==> src/rtl/rob_queue_pkg.sv <==
// Shared types for the reorder buffer: instruction kinds held per entry
// and the per-entry control bits (data fields live in separate arrays).
package rob_queue_pkg;

    typedef enum logic [2:0] {
        K_ALU    = 3'd0,
        K_LOAD   = 3'd1,
        K_STORE  = 3'd2,
        K_BRANCH = 3'd3,
        K_JUMP   = 3'd4,
        K_DONE   = 3'd5
    } kind_e;

    // Control half of an entry; val/pc/target are XLEN-wide and kept
    // in parameterised arrays alongside this struct.
    typedef struct packed {
        logic       busy;
        logic       done;
        kind_e      kind;
        logic [4:0] rd;
        logic       pred;
        logic       taken;
    } ent_ctl_t;

    // Stores and decode-resolved results need no writeback.
    function automatic logic done_at_alloc(kind_e k);
        return (k == K_STORE) || (k == K_DONE);
    endfunction

endpackage

==> src/rtl/rob_queue_if.sv <==
// Reorder buffer bus: allocation, two writeback ports, two operand
// queries, commit / store release / redirect. master = core side.
interface rob_queue_if #(
    parameter int DEPTH = 16,
    parameter int XLEN  = 32
);
    import rob_queue_pkg::*;
    localparam int TW = $clog2(DEPTH);

    logic            rdy;
    logic            alloc_valid;
    logic            alloc_ready;
    kind_e           alloc_kind;
    logic [4:0]      alloc_rd;
    logic [XLEN-1:0] alloc_val;
    logic [XLEN-1:0] alloc_pc;
    logic            alloc_pred;
    logic [TW-1:0]   alloc_tag;

    logic            wb_alu_valid;
    logic [TW-1:0]   wb_alu_tag;
    logic [XLEN-1:0] wb_alu_val;
    logic            wb_alu_taken;
    logic [XLEN-1:0] wb_alu_target;
    logic            wb_lsb_valid;
    logic [TW-1:0]   wb_lsb_tag;
    logic [XLEN-1:0] wb_lsb_val;

    logic [TW-1:0]   q1_tag;
    logic            q1_ready;
    logic [XLEN-1:0] q1_val;
    logic [TW-1:0]   q2_tag;
    logic            q2_ready;
    logic [XLEN-1:0] q2_val;

    logic            commit_valid;
    logic [4:0]      commit_rd;
    logic [XLEN-1:0] commit_val;
    logic [TW-1:0]   commit_tag;
    logic            store_commit;
    logic [TW-1:0]   store_tag;
    logic            flush;
    logic [XLEN-1:0] flush_pc;
    logic [TW:0]     count;
    logic            empty;

    modport master (
        output rdy, alloc_valid, alloc_kind, alloc_rd, alloc_val,
               alloc_pc, alloc_pred,
               wb_alu_valid, wb_alu_tag, wb_alu_val, wb_alu_taken,
               wb_alu_target, wb_lsb_valid, wb_lsb_tag, wb_lsb_val,
               q1_tag, q2_tag,
        input  alloc_ready, alloc_tag, q1_ready, q1_val, q2_ready,
               q2_val, commit_valid, commit_rd, commit_val, commit_tag,
               store_commit, store_tag, flush, flush_pc, count, empty
    );

    modport slave (
        input  rdy, alloc_valid, alloc_kind, alloc_rd, alloc_val,
               alloc_pc, alloc_pred,
               wb_alu_valid, wb_alu_tag, wb_alu_val, wb_alu_taken,
               wb_alu_target, wb_lsb_valid, wb_lsb_tag, wb_lsb_val,
               q1_tag, q2_tag,
        output alloc_ready, alloc_tag, q1_ready, q1_val, q2_ready,
               q2_val, commit_valid, commit_rd, commit_val, commit_tag,
               store_commit, store_tag, flush, flush_pc, count, empty
    );

endinterface

==> src/rtl/rob_queue_query_port.sv <==
// Operand lookup: returns the entry value if done, forwarding a
// same-cycle writeback (LSB over ALU); otherwise the tag itself.
module rob_query_port #(
    parameter int DEPTH = 16,
    parameter int XLEN  = 32,
    parameter int TW    = $clog2(DEPTH)
) (
    input  logic [TW-1:0]               q_tag,
    input  logic [DEPTH-1:0]            done_vec,
    input  logic [DEPTH-1:0][XLEN-1:0]  val_vec,
    input  logic                        wb_alu_valid,
    input  logic [TW-1:0]               wb_alu_tag,
    input  logic [XLEN-1:0]             wb_alu_val,
    input  logic                        wb_lsb_valid,
    input  logic [TW-1:0]               wb_lsb_tag,
    input  logic [XLEN-1:0]             wb_lsb_val,
    output logic                        q_ready,
    output logic [XLEN-1:0]             q_val
);

    always_comb begin
        q_ready = 1'b0;
        q_val   = XLEN'(q_tag);
        if (wb_lsb_valid && wb_lsb_tag == q_tag) begin
            q_ready = 1'b1;
            q_val   = wb_lsb_val;
        end else if (wb_alu_valid && wb_alu_tag == q_tag) begin
            q_ready = 1'b1;
            q_val   = wb_alu_val;
        end else if (done_vec[q_tag]) begin
            q_ready = 1'b1;
            q_val   = val_vec[q_tag];
        end
    end

endmodule

==> src/rtl/rob_queue.sv <==
// Reorder buffer: circular queue with occupancy count, two writeback
// ports, two bypassing operand queries, in-order commit with flush.
// Ports: clk, rst (sync, active high), bus (rob_queue_if.slave).
module rob_queue
    import rob_queue_pkg::*;
#(
    parameter int DEPTH = 16,
    parameter int XLEN  = 32
) (
    input  logic          clk,
    input  logic          rst,
    rob_queue_if.slave    bus
);

    localparam int TW = $clog2(DEPTH);
    localparam logic [TW:0] FULL = (TW+1)'(DEPTH);

    ent_ctl_t        ctl   [DEPTH];
    logic [XLEN-1:0] val_q [DEPTH];
    logic [XLEN-1:0] pc_q  [DEPTH];
    logic [XLEN-1:0] tgt_q [DEPTH];
    logic [TW-1:0]   head, tail;
    logic [TW:0]     cnt;

    logic            cv_q, sc_q, fl_q;
    logic [4:0]      rd_q;
    logic [XLEN-1:0] cval_q, fpc_q;
    logic [TW-1:0]   ctag_q, stag_q;

    ent_ctl_t        hd;
    logic            commit, n_cv, n_sc, n_fl;
    logic [XLEN-1:0] n_fpc;
    logic            alloc_fire, alu_fire, lsb_fire;

    logic [DEPTH-1:0]           done_vec;
    logic [DEPTH-1:0][XLEN-1:0] val_vec;

    assign bus.alloc_ready  = cnt < FULL;
    assign bus.alloc_tag    = tail;
    assign bus.count        = cnt;
    assign bus.empty        = (cnt == '0);
    assign bus.commit_valid = cv_q;
    assign bus.commit_rd    = rd_q;
    assign bus.commit_val   = cval_q;
    assign bus.commit_tag   = ctag_q;
    assign bus.store_commit = sc_q;
    assign bus.store_tag    = stag_q;
    assign bus.flush        = fl_q;
    assign bus.flush_pc     = fpc_q;

    assign hd     = ctl[head];
    assign commit = bus.rdy && hd.busy && hd.done;

    always_comb begin
        n_cv  = 1'b0;
        n_sc  = 1'b0;
        n_fl  = 1'b0;
        n_fpc = '0;
        if (commit) begin
            unique case (hd.kind)
                K_STORE: n_sc = 1'b1;
                K_BRANCH: begin
                    n_fl  = (hd.taken != hd.pred);
                    n_fpc = hd.taken ? tgt_q[head]
                                     : pc_q[head] + XLEN'(4);
                end
                K_JUMP: begin
                    n_cv  = (hd.rd != 5'd0);
                    n_fl  = 1'b1;
                    n_fpc = tgt_q[head];
                end
                default: n_cv = (hd.rd != 5'd0);
            endcase
        end
    end

    // A redirect discards everything else happening this cycle.
    // Same-tag dual writeback lets LSB win outright.
    assign alloc_fire = bus.rdy && !n_fl && bus.alloc_valid
                        && bus.alloc_ready;
    assign lsb_fire   = bus.rdy && !n_fl && bus.wb_lsb_valid
                        && ctl[bus.wb_lsb_tag].busy;
    assign alu_fire   = bus.rdy && !n_fl && bus.wb_alu_valid
                        && ctl[bus.wb_alu_tag].busy
                        && !(bus.wb_lsb_valid
                             && bus.wb_lsb_tag == bus.wb_alu_tag);

    always_ff @(posedge clk) begin
        if (rst) begin
            for (int i = 0; i < DEPTH; i++) ctl[i] <= '0;
            head   <= '0;
            tail   <= '0;
            cnt    <= '0;
            cv_q   <= 1'b0;
            sc_q   <= 1'b0;
            fl_q   <= 1'b0;
            rd_q   <= '0;
            cval_q <= '0;
            ctag_q <= '0;
            stag_q <= '0;
            fpc_q  <= '0;
        end else if (!bus.rdy) begin
            cv_q <= 1'b0;
            sc_q <= 1'b0;
            fl_q <= 1'b0;
        end else begin
            cv_q <= n_cv;
            sc_q <= n_sc;
            fl_q <= n_fl;
            if (n_cv) begin
                rd_q   <= hd.rd;
                cval_q <= val_q[head];
                ctag_q <= head;
            end
            if (n_sc) stag_q <= head;
            if (n_fl) fpc_q <= n_fpc;
            if (n_fl) begin
                for (int i = 0; i < DEPTH; i++) begin
                    ctl[i].busy <= 1'b0;
                    ctl[i].done <= 1'b0;
                end
                head <= '0;
                tail <= '0;
                cnt  <= '0;
            end else begin
                if (alu_fire) begin
                    ctl[bus.wb_alu_tag].done  <= 1'b1;
                    ctl[bus.wb_alu_tag].taken <= bus.wb_alu_taken;
                end
                if (lsb_fire) ctl[bus.wb_lsb_tag].done <= 1'b1;
                if (commit) begin
                    ctl[head].busy <= 1'b0;
                    ctl[head].done <= 1'b0;
                    head <= head + 1'b1;
                end
                // Tail is never busy when allocation is allowed, so this
                // cannot collide with the writeback/commit updates above.
                if (alloc_fire) begin
                    ctl[tail] <= '{busy:  1'b1,
                                   done:  done_at_alloc(bus.alloc_kind),
                                   kind:  bus.alloc_kind,
                                   rd:    bus.alloc_rd,
                                   pred:  bus.alloc_pred,
                                   taken: 1'b0};
                    tail <= tail + 1'b1;
                end
                cnt <= cnt + (TW+1)'(alloc_fire) - (TW+1)'(commit);
            end
        end
    end

    always_ff @(posedge clk) begin
        if (alloc_fire) begin
            val_q[tail] <= bus.alloc_val;
            pc_q[tail]  <= bus.alloc_pc;
        end
        if (alu_fire) begin
            val_q[bus.wb_alu_tag] <= bus.wb_alu_val;
            tgt_q[bus.wb_alu_tag] <= bus.wb_alu_target;
        end
        if (lsb_fire) val_q[bus.wb_lsb_tag] <= bus.wb_lsb_val;
    end

    always_comb begin
        for (int i = 0; i < DEPTH; i++) begin
            done_vec[i] = ctl[i].done;
            val_vec[i]  = val_q[i];
        end
    end

    rob_query_port #(.DEPTH(DEPTH), .XLEN(XLEN), .TW(TW)) u_q1 (
        .q_tag        (bus.q1_tag),
        .done_vec     (done_vec),
        .val_vec      (val_vec),
        .wb_alu_valid (bus.wb_alu_valid),
        .wb_alu_tag   (bus.wb_alu_tag),
        .wb_alu_val   (bus.wb_alu_val),
        .wb_lsb_valid (bus.wb_lsb_valid),
        .wb_lsb_tag   (bus.wb_lsb_tag),
        .wb_lsb_val   (bus.wb_lsb_val),
        .q_ready      (bus.q1_ready),
        .q_val        (bus.q1_val)
    );

    rob_query_port #(.DEPTH(DEPTH), .XLEN(XLEN), .TW(TW)) u_q2 (
        .q_tag        (bus.q2_tag),
        .done_vec     (done_vec),
        .val_vec      (val_vec),
        .wb_alu_valid (bus.wb_alu_valid),
        .wb_alu_tag   (bus.wb_alu_tag),
        .wb_alu_val   (bus.wb_alu_val),
        .wb_lsb_valid (bus.wb_lsb_valid),
        .wb_lsb_tag   (bus.wb_lsb_tag),
        .wb_lsb_val   (bus.wb_lsb_val),
        .q_ready      (bus.q2_ready),
        .q_val        (bus.q2_val)
    );

endmodule

==> src/flat_wrapper.sv <==
// flat-port wrapper written by rule: the top's interface ports become plain ports
module rob_queue_flat import rob_queue_pkg::*;
#(
    parameter int DEPTH = 16,
    parameter int XLEN  = 32
)
  (clk, rst, bus_rdy, bus_alloc_valid, bus_alloc_kind, bus_alloc_rd, bus_alloc_val, bus_alloc_pc, bus_alloc_pred, bus_wb_alu_valid, bus_wb_alu_tag, bus_wb_alu_val, bus_wb_alu_taken, bus_wb_alu_target, bus_wb_lsb_valid, bus_wb_lsb_tag, bus_wb_lsb_val, bus_q1_tag, bus_q2_tag, bus_alloc_ready, bus_alloc_tag, bus_q1_ready, bus_q1_val, bus_q2_ready, bus_q2_val, bus_commit_valid, bus_commit_rd, bus_commit_val, bus_commit_tag, bus_store_commit, bus_store_tag, bus_flush, bus_flush_pc, bus_count, bus_empty);
  rob_queue_if #(.DEPTH(DEPTH), .XLEN(XLEN)) bus_i ();
  input  logic clk;
  input  logic rst;
  input wire logic [$bits(bus_i.rdy)-1:0] bus_rdy;
  input wire logic [$bits(bus_i.alloc_valid)-1:0] bus_alloc_valid;
  input wire logic [$bits(bus_i.alloc_kind)-1:0] bus_alloc_kind;
  input wire logic [$bits(bus_i.alloc_rd)-1:0] bus_alloc_rd;
  input wire logic [$bits(bus_i.alloc_val)-1:0] bus_alloc_val;
  input wire logic [$bits(bus_i.alloc_pc)-1:0] bus_alloc_pc;
  input wire logic [$bits(bus_i.alloc_pred)-1:0] bus_alloc_pred;
  input wire logic [$bits(bus_i.wb_alu_valid)-1:0] bus_wb_alu_valid;
  input wire logic [$bits(bus_i.wb_alu_tag)-1:0] bus_wb_alu_tag;
  input wire logic [$bits(bus_i.wb_alu_val)-1:0] bus_wb_alu_val;
  input wire logic [$bits(bus_i.wb_alu_taken)-1:0] bus_wb_alu_taken;
  input wire logic [$bits(bus_i.wb_alu_target)-1:0] bus_wb_alu_target;
  input wire logic [$bits(bus_i.wb_lsb_valid)-1:0] bus_wb_lsb_valid;
  input wire logic [$bits(bus_i.wb_lsb_tag)-1:0] bus_wb_lsb_tag;
  input wire logic [$bits(bus_i.wb_lsb_val)-1:0] bus_wb_lsb_val;
  input wire logic [$bits(bus_i.q1_tag)-1:0] bus_q1_tag;
  input wire logic [$bits(bus_i.q2_tag)-1:0] bus_q2_tag;
  output wire logic [$bits(bus_i.alloc_ready)-1:0] bus_alloc_ready;
  output wire logic [$bits(bus_i.alloc_tag)-1:0] bus_alloc_tag;
  output wire logic [$bits(bus_i.q1_ready)-1:0] bus_q1_ready;
  output wire logic [$bits(bus_i.q1_val)-1:0] bus_q1_val;
  output wire logic [$bits(bus_i.q2_ready)-1:0] bus_q2_ready;
  output wire logic [$bits(bus_i.q2_val)-1:0] bus_q2_val;
  output wire logic [$bits(bus_i.commit_valid)-1:0] bus_commit_valid;
  output wire logic [$bits(bus_i.commit_rd)-1:0] bus_commit_rd;
  output wire logic [$bits(bus_i.commit_val)-1:0] bus_commit_val;
  output wire logic [$bits(bus_i.commit_tag)-1:0] bus_commit_tag;
  output wire logic [$bits(bus_i.store_commit)-1:0] bus_store_commit;
  output wire logic [$bits(bus_i.store_tag)-1:0] bus_store_tag;
  output wire logic [$bits(bus_i.flush)-1:0] bus_flush;
  output wire logic [$bits(bus_i.flush_pc)-1:0] bus_flush_pc;
  output wire logic [$bits(bus_i.count)-1:0] bus_count;
  output wire logic [$bits(bus_i.empty)-1:0] bus_empty;
  assign bus_i.rdy = bus_rdy;
  assign bus_i.alloc_valid = bus_alloc_valid;
  assign bus_i.alloc_kind = bus_alloc_kind;
  assign bus_i.alloc_rd = bus_alloc_rd;
  assign bus_i.alloc_val = bus_alloc_val;
  assign bus_i.alloc_pc = bus_alloc_pc;
  assign bus_i.alloc_pred = bus_alloc_pred;
  assign bus_i.wb_alu_valid = bus_wb_alu_valid;
  assign bus_i.wb_alu_tag = bus_wb_alu_tag;
  assign bus_i.wb_alu_val = bus_wb_alu_val;
  assign bus_i.wb_alu_taken = bus_wb_alu_taken;
  assign bus_i.wb_alu_target = bus_wb_alu_target;
  assign bus_i.wb_lsb_valid = bus_wb_lsb_valid;
  assign bus_i.wb_lsb_tag = bus_wb_lsb_tag;
  assign bus_i.wb_lsb_val = bus_wb_lsb_val;
  assign bus_i.q1_tag = bus_q1_tag;
  assign bus_i.q2_tag = bus_q2_tag;
  assign bus_alloc_ready = bus_i.alloc_ready;
  assign bus_alloc_tag = bus_i.alloc_tag;
  assign bus_q1_ready = bus_i.q1_ready;
  assign bus_q1_val = bus_i.q1_val;
  assign bus_q2_ready = bus_i.q2_ready;
  assign bus_q2_val = bus_i.q2_val;
  assign bus_commit_valid = bus_i.commit_valid;
  assign bus_commit_rd = bus_i.commit_rd;
  assign bus_commit_val = bus_i.commit_val;
  assign bus_commit_tag = bus_i.commit_tag;
  assign bus_store_commit = bus_i.store_commit;
  assign bus_store_tag = bus_i.store_tag;
  assign bus_flush = bus_i.flush;
  assign bus_flush_pc = bus_i.flush_pc;
  assign bus_count = bus_i.count;
  assign bus_empty = bus_i.empty;
  rob_queue #(.DEPTH(DEPTH), .XLEN(XLEN)) u_core (.clk(clk), .rst(rst), .bus(bus_i));
endmodule
==> config.mk <==
export PLATFORM = sky130hd
export DESIGN_NAME = rob_queue_flat
export DESIGN_NICKNAME = d
export VERILOG_FILES = /design/src/rtl/rob_queue_pkg.sv /design/src/rtl/rob_queue_if.sv /design/src/rtl/rob_queue_query_port.sv /design/src/rtl/rob_queue.sv /design/src/flat_wrapper.sv
export SDC_FILE = /design/constraint.sdc
export NUM_CORES = 2
export LEC_CHECK = 0
export CORE_MARGIN = 1
export CORE_UTILIZATION = 39
export CTS_BUF_LIST = sky130_fd_sc_hd__clkbuf_2 sky130_fd_sc_hd__clkbuf_4 sky130_fd_sc_hd__clkbuf_8
export DETAILED_ROUTE_END_ITERATION = 6
export DONT_BUFFER_PORTS = 1
export GPL_TIMING_DRIVEN = 0
export PLACE_DENSITY = 0.56
export SLEW_MARGIN = 5
export SYNTH_ARGS = -nofsm -noshare
export SYNTH_HDL_FRONTEND = slang
export SYNTH_SLANG_ARGS = --single-unit
export TNS_END_PERCENT = 50
==> constraint.sdc <==
create_clock -name clk -period 6.75 [get_ports clk]
set_input_delay 0.675 -clock clk [delete_from_list [all_inputs] [get_ports clk]]
set_output_delay 0.675 -clock clk [all_outputs]
set_load 0.02 [all_outputs]
After elaboration in Yosys (flattened, before gate mapping)
Memories as Yosys holds them, arrays and structs flattened. A register that Yosys moved wholly into a read port is not among the register bits.
Index checks and enable logic that the tools add are counted.
- register bits: 61
- bits in writable memories: 1728
- input port bits: 192
- output and inout port bits: 157
- word-level logic and storage cells: 212
- memories: 4
- add/subtract/negate cells: 5
- magnitude comparators: 3
- eq/ne operators: 11
- multiplexer cells: 113
- bitwise logic cells: 33
- reduce and logical (&&, ||, !) cells: 33
- memory list (name ; words ; bits a word ; read ports ; clocked after Yosys merged registers in ; write ports ; RTL line ; source):
    u_core.pc_q ; 16 ; 32 ; 1 ; 1 ; 1 ; rob_queue.sv:20 ; logic [XLEN-1:0] pc_q [DEPTH];
    u_core.tgt_q ; 16 ; 32 ; 1 ; 1 ; 1 ; rob_queue.sv:21 ; logic [XLEN-1:0] tgt_q [DEPTH];
    u_core.val_q ; 16 ; 32 ; 17 ; 1 ; 3 ; rob_queue.sv:19 ; logic [XLEN-1:0] val_q [DEPTH];
    u_core.ctl ; 16 ; 12 ; 19 ; 1 ; 16 ; rob_queue.sv:18 ; ent_ctl_t ctl [DEPTH];
- operator list (cell ; count):
    two-way mux 32 bit ; 10
    binary-select mux 32 bit (select 4 bit) ; 2
    two-way mux 1 bit ; 74
    one-hot mux 32 bit (2 select lines) ; 1
    two-way mux 4 bit ; 15
    two-way mux 12 bit ; 4
    OR reduction 12 bit ; 4
    adder 32 x 3 -> 32 bit (second input constant) ; 1
    OR 1 bit ; 32
    == test 4 bit ; 5
    logical AND 1 bit ; 15
    < comparator 4 x 5 -> 1 bit (second input constant) ; 2
    AND reduction 2 bit ; 5
    == test 3 x 2 -> 1 bit (second input constant) ; 3
    two-way mux 3 bit ; 3
    adder 4 x 1 -> 4 bit (second input constant) ; 2
    binary-select mux 1 bit (select 4 bit) ; 2
    == test 3 bit (second input constant) ; 2
    adder 5 x 1 -> 5 bit ; 1
    zero test 5 bit ; 1
    < comparator 5 bit (second input constant) ; 1
    two-way mux 5 bit ; 1
    nonzero test 5 bit ; 1
    subtractor 5 x 1 -> 5 bit ; 1
    other kinds (7) ; 10

Logic depth before layout (Yosys ltp)
- depth after elaboration: 15
- gate-level depth with buffers: 25

By module
A second synthesis with hierarchy kept.
- cells, all modules: 6164
- area, all modules: 94217.9 sq um
- by module, submodules not included (module ; times used ; cells an instance ; area each (sq um)):
    rob_queue ; 1 ; 5380 ; 83620.2
    rob_query_port ; 2 ; 392 ; 5298.8

Worst setup path before layout
OpenSTA, ideal clock, no wires.
- path kind: reg-to-reg
- start: reg (tool-made name)
- end: mem u_core.val_q[15][0] (enable)
- library setup time: 0.390 ns
- data arrival time: 5.200 ns
- required time: 6.360 ns
- slack: 1.159 ns
- stages on the path, launching flop included: 14
- buffers on the path: 5
- clock period less this slack: 5.591 ns
- cell sequence: dfxtp_1 buf_6 buf_12 buf_6 buf_6 mux4_2 a22o_1 a221oi_1 nor3_4 a21o_4 buf_6 a21o_1 nor2_1 or2_1
- RTL lines (element ; RTL line):
    end, declared ; rob_queue.sv:19

Worst setup path after layout
- start: in bus_q2_tag[0]
- end: out bus_q2_val[5]
- cells in the longest elaborated chain, start to end: 5
- elaborated cells between the ends (all ways): 11
- classes of those cells: 2 x eq/ne; 7 x mux; 2 x reduce/logical
- ends and longest elaborated chain (element ; RTL line ; source):
    start, declared ; flat_wrapper.sv:27 ; input wire logic [$bits(bus_i.q2_tag)-1:0] bus_q2_tag;
    binary-select mux 32 bit (select 4 bit) or binary-select mux 1 bit (select 4 bit) (tied branches) ; rob_queue_query_port.sv:32, rob_queue_query_port.sv:30 ;
    two-way mux 32 bit (implied by the code) or two-way mux 1 bit (tied branches) ; rob_queue_query_port.sv:32, rob_queue_query_port.sv:30 ;
    two-way mux 32 bit ; rob_queue_query_port.sv:30 ; end else if (done_vec[q_tag]) begin
    two-way mux 32 bit ; rob_queue_query_port.sv:27 ; end else if (wb_alu_valid && wb_alu_tag == q_tag) begin
    two-way mux 32 bit * ; rob_queue_query_port.sv:24 ; if (wb_lsb_valid && wb_lsb_tag == q_tag) begin
    end, declared ; flat_wrapper.sv:33 ; output wire logic [$bits(bus_i.q2_val)-1:0] bus_q2_val;
Mark *: on every way between the ends. The rest lies on a longest branch, timed or not. The select of a mux whose other input is x is not followed.

==> impl_metrics.py <==
metrics = {
    "global_route": {
        "via_count_of_the_first_global_routing_pass": 63200,
        "groute.usage.overall_pct": 32.1,
        "grt_overflow": 0,
        "antenna_found_initial": 60,
        "grt_pass1_wl_um": 530000,
        "grt_start_max_net_pins": 34,
    },
    "hold_path": {
        "worst_hold_path.num_cells": 2,
        "holdCritStartpoint": "bus_alloc_rd[2]",
        "hp-class": "in -> reg",
        "timing.hold.worst_endpoint": "u_core.ctl[7][4]",
    },
    "timing": {
        "fin_crit_sh_pct": 102,
        "slew_violations": 11,
        "final.setup.tns_ps": -195,
        "setup_violators_final": 3,
        "fin_hold_ws_ps": 67.9,
        "worst_pin_slew_ps": 1540,
        "max_slew_margin_pct": -2.49,
        "timing.final.ws_setup_ps": -103,
        "shortest_clock_period_the_worst_path_allows_after_layout_ps": 6850,
        "hold_viol": 0,
        "maximum_clock_frequency_mhz": 146,
        "clock_skew_ps": 102,
        "setup_repair_after_global_routing_missed_its_margin": "no",
    },
    "final_layout": {
        "num-fill-cells": 21200,
        "design.final.nets": 6902,
        "areaGrowthSynthToFinish_pct": 14.1,
        "layout-drive-gt1-share_pct": 26.0,
    },
    "yosys": {
        "yosysWarnings": 0,
        "ys_ff_latch": 1825,
        "async_reset_ff_share_pct": 0,
        "synth.mux.area_fraction_pct": 26.8,
        "synthesis.area_per_instance_um2": 15.1,
        "part_of_the_yosys_area_used_for_sequential_elements_pct": 57.1,
        "cell_with_the_most_instances_after_synthesis": "sky130_fd_sc_hd__edfxtp_1",
        "synthXorXnorAreaFrac_pct": 0.477,
        "adder_cell_share_of_the_synthesized_area_pct": 0.222,
        "fraction_of_the_mapped_netlist_area_in_simple_logic_gates_pct": 6.04,
        "share_of_the_synthesized_area_in_compound_gates_ao_oa_aoi_oai_pct": 5.77,
        "syn-num-nets": 6380,
        "synth_area_leaders": "sky130_fd_sc_hd__edfxtp_1 54%, sky130_fd_sc_hd__mux4_2 20%, sky130_fd_sc_hd__mux2i_1 6.5%",
        "main_combinational_cell_family_by_area_after_synthesis": "multiplexers",
        "ys_types": 87,
        "syn_area_mm2": 0.0934,
        "post_synth_inst_count": 6172,
        "yosys.area.top_type": "sky130_fd_sc_hd__edfxtp_1",
        "ys_top_cells_by_count": "1680 x sky130_fd_sc_hd__edfxtp_1, 837 x sky130_fd_sc_hd__mux4_2, 651 x sky130_fd_sc_hd__nor2_1",
        "synthDominantCellAreaShare_pct": 54.0,
        "postSynth.topFlopCell": "sky130_fd_sc_hd__edfxtp_1",
        "synth-edff-count": 1680,
    },
    "power_and_ir_drop": {
        "power.combinational.fraction_pct": 6.9,
        "cellPowerDensity_mw_per_mm2": 231,
        "switching_share_pct": 24.6,
        "power_leakage_uw": 0.0375,
        "intPower_uw": 18600,
        "power_frac_seq_pct": 50.6,
        "totalPowerFinal_uw": 24700,
        "power.ir.vdd_worst_mv": 0.242,
        "clock_power_share_pct": 42.5,
        "power.net_switching_uw": 6080,
    },
    "floorplan": {
        "die_w_um": 491,
        "ios": 349,
        "placement_rows": 179,
        "initial_core_util_pct": 39.3,
        "floorplan.die.height_um": 491,
        "die_footprint_mm2": 0.241,
        "design.core.area_mm2": 0.238,
    },
    "setup_path": {
        "most_frequent_cell_on_critical_path": "sky130_fd_sc_hd__clkbuf_1",
        "timing.critical_path.slowest_cell_delay_ps": 1060,
        "timing.reg2reg.worst_path_depth": 14,
        "reg_to_reg_critical_path_endpoint": "u_core.val_q[1][19]",
        "worstSetupStartpointType": "input pin",
        "crit_path_cell_trace": "clkbuf_1, clkbuf_1, clkdlybuf4s15_2, xor2_1, nor4_4, clkbuf_2, buf_1, a21oi_1, o21ai_0",
        "endpoint_kind": "output port",
        "critPathRequiredTime_ps": 6070,
        "timing.critical_path.slowest_stage_cell": "sky130_fd_sc_hd__o21ai_0",
        "timing.setup.critical_path_class": "in -> out",
        "cp_data_arrival_time_ps": 6180,
        "rrSetupSlack_ps": 90,
        "critical_path.max_fanout": 10,
    },
    "drt": {
        "drt_drc_violations_left": 159,
        "detailed_router_iteration_count_before_antenna_repair": 7,
        "vias_per_cell": 6.44,
        "first_iter_violations": 9856,
        "ant_nets": 0,
        "detail_route.wl_per_cell_um": 39.0,
        "route.vias.total": 65300,
        "drt_wl_total_um": 396000,
    },
    "clock_network": {
        "cts_num_sinks": 1825,
        "clock_insertion_delay_worst_skew_ps": 1160,
        "clk_pin_slew_ps": 60,
        "h-tree-depth": 5,
        "ctsLongestPathBuffers": 4,
        "cts_tree": "done",
        "cts_setup_buffers": 0,
        "cts_root_buf": "sky130_fd_sc_hd__clkbuf_8",
        "numCtsBuffers": 336,
    },
    "placement": {
        "hpwl_um": 266000,
        "placement.io_buffers": 0,
        "gpl.final_weighted_congestion": 0.984,
    },
    "run_status": {
        "result_of_the_run": "complete, but fails checks",
        "violations_in_the_final_reports": "DRC, capacitance limit, slew limit, setup timing",
    },
    "job": {
        "cap_violations": 1,
    },
}
==> cell families (layout without fill, tap and decap cells) <==
| group | Yosys count | after routing |
|---|---|---|
| AO/OA/AOI/OAI | 916 | 916 |
| XOR/XNOR | 50 | 50 |
| adder cells (fa/ha/maj) | 16 | 16 |
| buffers and inverters | 706 | 1469 |
| flip-flops | 1825 | 1825 |
| multiplexers | 1449 | 1449 |
| other | 0 | 42 |
| AND/OR/NAND/NOR | 1210 | 1210 |
==> cell usage in the layout, fill, tap and decap left out, drive strengths merged, types with 23 or more instances in the layout <==
cell	n
nor2b	27
clkbuf	839
mux4	837
nand4	23
nor2	654
mux2i	607
dfxtp	145
and2	156
diode	42
edfxtp	1680
inv	53
nand3	46
clkinv	109
xor2	31
dlygate4sd3	107
nor3b	57
a22oi	42
nor3	31
buf	348
nand2	148
a21oi	620
o21ai	101
==> through the flow <==
step | util [%] | setup slack, ps | std cells | instance area [um^2]
after floorplan | - | 1160 | 6172 | 93400
after global placement | 40.9 | -4200 | 9339 | 97300
after detailed placement | 41.6 | -1160 | 9414 | 98900
after CTS | 44.7 | 10.8 | 10100 | 106000
after global routing | 44.8 | 17.5 | 10100 | 106000
final | 44.8 | -103 | 10100 | 107000
==> flip-flops by register name, summed over array words and instances (netlist names), 4 cells and up, named ones only <==
signal,cells
u_core.bus.alloc_tag,4
u_core.tgt_q,512
u_core.ctl,192
u_core.val_q,512
u_core.bus.count,5
u_core.pc_q,512
u_core.bus.commit_val,32
u_core.bus.commit_tag,4
u_core.bus.store_tag,4
u_core.bus.commit_rd,5
u_core.head,4
u_core.bus.flush_pc,32
==> power groups by stage <==
stage / clock [uW] / combinational (uW) / sequential, uW
6_report: 10500 / 1710 / 12500
5_1_grt: 10900 / 1760 / 12500
4_1_cts: 10500 / 1650 / 12500
3_5_place_dp: 0 / 1490 / 12700
3_3_place_gp: 0 / 1460 / 12700
2_1_floorplan: 0 / 963 / 12700
==> worst max-delay path: cells and delay by family <==
family	cells	cell delay [ps]
compound gates	2	1210
xor+xnor	1	190
buf+inv	5	3430
simple gates	1	620
==> repair_timing <==
item	4_1_cts	5_1_grt
resized for setup	27	8
endpoints found under the hold margin	1287	0
hold buffers	107	0
endpoints found under the setup margin	82	30
==> routing by layer <==
metal	vias to the layer above	part of all wire, %	track usage [%]
met4	36	6.4	18.4
met2	5011	44	47.9
met3	1246	13	11.9
met5	-	0.060	0.357
li1	25500	-	-
met1	33500	37	40.1
==> worst max path at each step <==
| stage | from | endpoint | slack [ps] |
|---|---|---|---|
| 3_3_place_gp | register | u_core.val_q[11][17] | -4200 |
| 6_report | bus_q2_tag[0] | bus_q2_val[5] | -100 |
| 2_1_floorplan | register | u_core.val_q[15][0] | 1160 |
| 5_1_grt | register | u_core.bus.flush_pc[28] | 20 |
| 4_1_cts | bus_q1_tag[0] | bus_q1_val[2] | 10 |
| 3_5_place_dp | bus_q1_tag[0] | bus_q1_val[0] | -1160 |
==> layout make-up <==
type                            instances  area (um^2)  area share (%)
Inverter                               49          184           0.173
Timing Repair Buffer                  184         2420            2.27
Tap cell                             3167         3960            3.72
Clock buffer                          456         5630            5.29
Clock inverter                        123          682           0.640
Antenna cell                           42          105          0.0987
Sequential cell                      1825        53400            50.1
Buffer                                657         3260            3.06
Multi-Input combinational cell       3641        36900            34.7
(Power assumes the default switching activity.)
